<file path="config.mk">
export PLATFORM = sky130hd
export DESIGN_NAME = uart_time_rx
export DESIGN_NICKNAME = d
export VERILOG_FILES = /design/src/rtl/uart_time_rx.sv
export SDC_FILE = /design/constraint.sdc
export NUM_CORES = 1
export LEC_CHECK = 0
export BUFFER_PORTS_ARGS = -buffer_cell sky130_fd_sc_hd__buf_2
export CAP_MARGIN = 15
export CORE_AREA = 2 2 128 130
export CTS_CLUSTER_DIAMETER = 40
export DETAILED_ROUTE_END_ITERATION = 6
export DIE_AREA = 0 0 130 132
export SETUP_SLACK_MARGIN = 0.1
export SKIP_LAST_GASP = 1
export SYNTH_ARGS = -nofsm -noshare
export SYNTH_HDL_FRONTEND = slang
export SYNTH_SLANG_ARGS = --single-unit
</file>
<file path="constraint.sdc">
create_clock -name clk -period 4.73 [get_ports clk]
set_input_delay 0.473 -clock clk [delete_from_list [all_inputs] [get_ports clk]]
set_output_delay 0.473 -clock clk [all_outputs]
set_load 0.05 [all_outputs]
</file>
<file path="src/rtl/uart_time_rx.sv">
// 8N1 UART receiver plus parser for the ASCII set-time command "T" YYMMDDHHmm <CR|LF>.
// An accepted command updates the set_* fields together and pulses set_valid for one cycle.
module uart_time_rx #(
  parameter int CLK_HZ = 50000000,
  parameter int BAUD   = 9600
) (
  input  logic       clk,
  input  logic       rst_n,
  input  logic       uart_rx,
  output logic       set_valid,
  output logic [6:0] set_year,
  output logic [6:0] set_month,
  output logic [6:0] set_day,
  output logic [6:0] set_hour,
  output logic [6:0] set_min,
  output logic       frame_err,
  output logic       cmd_err
);
  localparam int CPB  = CLK_HZ / BAUD;
  localparam int HALF = CPB / 2;
  localparam int CW   = $clog2(CPB);

  typedef enum logic [2:0] {R_IDLE, R_START, R_DATA, R_STOP, R_BREAK} rx_st_t;
  typedef enum logic [1:0] {P_IDLE, P_DIG, P_END} p_st_t;

  logic          rx_s1, rx_s2;
  rx_st_t        rx_st;
  logic [CW-1:0] cnt;
  logic [2:0]    bit_cnt;
  logic [7:0]    shreg;
  logic          byte_valid;

  p_st_t          p_st;
  logic [3:0]     idx;
  logic [9:0][3:0] dig;

  // uart_rx is asynchronous to clk; preset high so reset does not look like a start bit
  always_ff @(posedge clk or negedge rst_n) begin
    if (!rst_n) begin
      rx_s1 <= 1'b1;
      rx_s2 <= 1'b1;
    end else begin
      rx_s1 <= uart_rx;
      rx_s2 <= rx_s1;
    end
  end

  always_ff @(posedge clk or negedge rst_n) begin
    if (!rst_n) begin
      rx_st      <= R_IDLE;
      cnt        <= '0;
      bit_cnt    <= '0;
      shreg      <= '0;
      byte_valid <= 1'b0;
      frame_err  <= 1'b0;
    end else begin
      byte_valid <= 1'b0;
      frame_err  <= 1'b0;
      case (rx_st)
        R_IDLE: if (!rx_s2) begin
          rx_st   <= R_START;
          cnt     <= '0;
          bit_cnt <= '0;
        end
        R_START: if (cnt == CW'(HALF - 1)) begin
          cnt   <= '0;
          rx_st <= rx_s2 ? R_IDLE : R_DATA;
        end else cnt <= cnt + CW'(1);
        R_DATA: if (cnt == CW'(CPB - 1)) begin
          cnt     <= '0;
          shreg   <= {rx_s2, shreg[7:1]};
          bit_cnt <= bit_cnt + 3'd1;
          if (bit_cnt == 3'd7) rx_st <= R_STOP;
        end else cnt <= cnt + CW'(1);
        R_STOP: if (cnt == CW'(CPB - 1)) begin
          cnt <= '0;
          if (rx_s2) begin
            byte_valid <= 1'b1;
            rx_st      <= R_IDLE;
          end else begin
            frame_err <= 1'b1;
            rx_st     <= R_BREAK;
          end
        end else cnt <= cnt + CW'(1);
        R_BREAK: if (rx_s2) rx_st <= R_IDLE;
        default: rx_st <= R_IDLE;
      endcase
    end
  end

  function automatic logic [6:0] dec2(input logic [3:0] tens, input logic [3:0] ones);
    return 7'(tens) * 7'd10 + 7'(ones);
  endfunction

  logic [6:0] f_y, f_mo, f_d, f_h, f_mi;
  logic       in_range, is_digit, is_term;

  assign f_y      = dec2(dig[0], dig[1]);
  assign f_mo     = dec2(dig[2], dig[3]);
  assign f_d      = dec2(dig[4], dig[5]);
  assign f_h      = dec2(dig[6], dig[7]);
  assign f_mi     = dec2(dig[8], dig[9]);
  // day is only bounded to 1..31 here; the clock chain clamps it per month
  assign in_range = (f_mo >= 7'd1) && (f_mo <= 7'd12) && (f_d >= 7'd1) && (f_d <= 7'd31) &&
                    (f_h <= 7'd23) && (f_mi <= 7'd59);
  assign is_digit = (shreg >= 8'h30) && (shreg <= 8'h39);
  assign is_term  = (shreg == 8'h0D) || (shreg == 8'h0A);

  always_ff @(posedge clk or negedge rst_n) begin
    if (!rst_n) begin
      p_st      <= P_IDLE;
      idx       <= '0;
      dig       <= '0;
      set_valid <= 1'b0;
      cmd_err   <= 1'b0;
      set_year  <= 7'd0;
      set_month <= 7'd1;
      set_day   <= 7'd1;
      set_hour  <= 7'd0;
      set_min   <= 7'd0;
    end else begin
      set_valid <= 1'b0;
      cmd_err   <= 1'b0;
      if (frame_err) begin
        p_st <= P_IDLE;
      end else if (byte_valid) begin
        case (p_st)
          P_IDLE: if (shreg == 8'h54) begin
            p_st <= P_DIG;
            idx  <= '0;
          end
          P_DIG: if (is_digit) begin
            dig[idx] <= shreg[3:0];
            idx      <= idx + 4'd1;
            if (idx == 4'd9) p_st <= P_END;
          end else begin
            cmd_err <= 1'b1;
            idx     <= '0;
            if (shreg != 8'h54) p_st <= P_IDLE;
          end
          P_END: begin
            p_st <= P_IDLE;
            if (is_term && in_range) begin
              set_valid <= 1'b1;
              set_year  <= f_y;
              set_month <= f_mo;
              set_day   <= f_d;
              set_hour  <= f_h;
              set_min   <= f_mi;
            end else begin
              cmd_err <= 1'b1;
            end
          end
          default: p_st <= P_IDLE;
        endcase
      end
    end
  end
endmodule

</file>
==> results.md <==
* Status: finished, final reports clean
* Mean number of vias per cell at between 5 and 6
* Mapped Cells at 512
* Area grow syn2layout at 15.92%
* Hold path start: uart_rx
* Worst slew margin at between 30% and 40%
* Drt wl/cell at ~15 um
* Final setup fails at 0
* Most frequent cells in the layout: dfrtp_1, mux2_2, ha_1
* DRT iter0 DRCs at approximately 160
* Worst-path clk slew at 0.06 ns
* Core Util, Final at approximately 45%
* CTS Buf Count at 17
* Width of the die at 130 um
* Max Buffers Root-to-Sink at 2
* FF-to-FF Start: dig[33]$_DFFE_PN0P_
* CORE AREA at around 0.016 mm^2
* Async S/R FF share, synth at 100.0%
* Number of global-route vias before repair at 4,104
* HP Class: input port to flip-flop
* Startpoint types: flip-flop
* Slew at the pin closest to its max-slew limit at ~1.0 ns
* Diodes inserted at 0
* RSZ-0062 raised after global routing: no
* Fin. Hold Viols at 0
* Syn_nets at 567
* GRT Util Overall at between 10% and 20%
* CP top delay family: adder cells
* Port bufs at 40
* Slowest Stage Delay on Critical Path at about 0.61 ns
* Die H at 132 um
* LEAKAGE at approximately 0.0036 uW
* Share of layout cells above drive strength 1 at approximately 27%
* Max VDD drop at between 0.2 and 0.3 mV
* Worst R2R End: set_day[3]$_DFFE_PN0P_
* Clock power frac at 55.4%
* CP Cell Sequence: ha_1 -> ha_1 -> fa_1 -> a21bo_1 -> a211oi_1 -> maj3_2 -> o21ai_2 -> nand4_4 -> mux2_4
* Worst EP required at between 5 and 6 ns
* Pwr Total at 2240 uW
* Critical Path End Type: flip-flop
* Crit-path max FO at 35
* Highest Clock Rate at between 200 and 300 MHz
* Final min period at approximately 3.6 ns
* First-pass GRT wire length at between 15,000 and 20,000 um
* Multi-input gate area at roughly 0.0031 mm^2
* Yosys cell types at 60
* IO Pins at 41
* Largest net degree at the start of global routing at 79
* Int Pwr at around 1800 uW
* Share of the synthesized area in the top cell type at 44.73%
* Pwr Density at 314.0 mW/mm^2
* Initial antenna violation count at 0
* Die footprint at about 0.017 mm^2
* Part of the Yosys area used for sequential elements at a little under half
* Slowest cell on the critical path: nand4_4
* Hold depth at 1
* Post-synth EDFFs at 0
* Post_cts resized at 0
* Drt total wl at between 10,000 and 15,000 um
* Sw power at around 470 uW
* Most frequent cell on the critical path: ha_1
* Slew Viols, Final at 0
* H-tree depth at 4
* Final WS setup at around 1.2 ns
* Post-synthesis cell area at 0.006153 mm^2
* Crit Path Class: flip-flop to flip-flop
* Combinational share of power at less than 1%
* WP buf/inv at 0
* Reg power frac at between 40% and 50%
* TNS Setup at 0 ns
* CTS tree: done
* Switch share at a little over a fifth
* Max_cap viols at 0
* Post-Place Worst Slack at 1.118 ns
* Starting Density at 39.16%
* Synthesized area per cell at 12.02 um^2
* FF+latch area at 0.002858 mm^2
* DRC at 0
* Cell taking the most area after synthesis: dfrtp_1
* Via count at slightly below 4,000
* DRT Pass-1 Iters at 5
* Flop2flop setup slack at 1.16 ns
* Post-synthesis register bit count at 114
* Yosys Warn Count at 0
* Nets at 615
* Setup Buffers After CTS at 0
* Worst Reg-to-Reg Cells at 9
* Synth area leaders: dfrtp_1, mux2_2, ha_1, mux2_4, fa_1
* CTS Root Cell: clkbuf_16
* Main synth FF type: dfrtp_1
* Fillers at ~1,500
* Clk_lat worst skew at 0.42 ns
* Hold_buf cts at 0
* Row count at 46
* Commonest non-fill, non-tap cell in the layout: dfrtp_1
* Gr ovfl total at 0
* Crit path arrival time at 3.86 ns
* Clock Skews at just under 0.008 ns
* Worst Hold End: rx_s1$_DFF_PN1_
* Antenna-violating nets left at 0
* Num Clock Sinks at roughly 110
* HPWL after detailed placement at 8150 um
* Period utilization at 75.39%
* RD Place Congestion at roughly 0.83
-- worst reg2reg max path: cells and delay by family (launching register included) --
kind | cells | cell delay, ns
flops | 1 | 0.43
fa+ha+maj | 4 | 1.36
mux | 1 | 0.56
simple gates | 1 | 0.61
compound gates | 3 | 0.50
-- registers in the layout, indices dropped and copies added, names as in the netlist, 2 cells and up --
name       flops
idx            4
set_day        7
bit_cnt        3
cnt           13
shreg          8
set_month      7
set_year       7
set_min        7
set_hour       7
dig           40
rx_st          3
p_st           2
-- metrics by stage --
step                      area (um^2)  cells  hold WS [ns]
after floorplan                  6153    512        0.1774
after global placement           6553    757        0.3480
after detailed placement         6553    757        0.3475
after CTS                        7133    789        0.1346
after global routing             7133    789        0.1262
final                            7133    789        0.1498
-- worst max path at each step --
stage	from	to	cells past startpoint
global route	dig[33]$_DFFE_PN0P_	set_hour[0]$_DFFE_PN0P_	9
CTS	dig[33]$_DFFE_PN0P_	set_hour[0]$_DFFE_PN0P_	9
floorplan	dig[33]$_DFFE_PN0P_	set_day[1]$_DFFE_PN0P_	10
global placement	dig[33]$_DFFE_PN0P_	set_day[1]$_DFFE_PN0P_	9
finish	dig[33]$_DFFE_PN0P_	set_day[3]$_DFFE_PN0P_	9
detailed placement	dig[33]$_DFFE_PN0P_	set_day[4]$_DFFE_PN0P_	9
-- power by group through the flow --
stage | sequential [uW] | clock (uW) | combinational [uW]
2_1_floorplan | 995 | 0 | 0.836
3_3_place_gp | 996 | 0 | 22.0
3_5_place_dp | 995 | 0 | 22.8
4_1_cts | 978 | 1270 | 22.7
5_1_grt | 978 | 1320 | 25.3
6_report | 979 | 1240 | 20.8
-- cell usage after synthesis (all sizes together) (4+ instances only) --
master  number
mux2i       10
nor3         6
nor2b        5
nand4        6
clkbuf       9
inv         26
xnor2       20
ha          42
and4         4
xor2         5
nand3       14
a21oi       15
o21ai       21
a22o         6
a21o         7
dfstp        4
and3         4
dfrtp      110
nand2       29
fa          10
mux2        70
and2        14
nor4         4
nor2        30
-- routing by layer --
layer | track usage [%] | vias to the layer above | share of wire (%)
li1 | - | 1928 | -
met1 | 18.31 | 1973 | 45
met2 | 24.46 | 64 | 50
met3 | 4.505 | 14 | 3.2
met4 | 5.018 | 0 | 1.7
met5 | 0 | - | 0
-- final cells by class --
type	count	share of cell area [%]
clock buffer	19	6.209
sequential	114	40.06
timing repair buffer	41	2.947
multi-input combinational	360	43.69
inverter	26	1.368
clock inverter	13	1.929
tap	216	3.789
-- kinds of logic (layout without fill, tap and decap cells) --
kind of cell	count (synthesis)	in the layout	share of synthesized area (%)
AO/OA/AOI/OAI	69	69	7.442
XOR/XNOR	25	25	3.558
adder cells (fa/ha/maj)	53	53	11.98
buffers and inverters	38	99	2.908
flip-flops	114	114	46.44
multiplexers	80	80	15.47
AND/OR/NAND/NOR	133	133	12.20
Note: power is estimated with default switching activity, not from simulation.
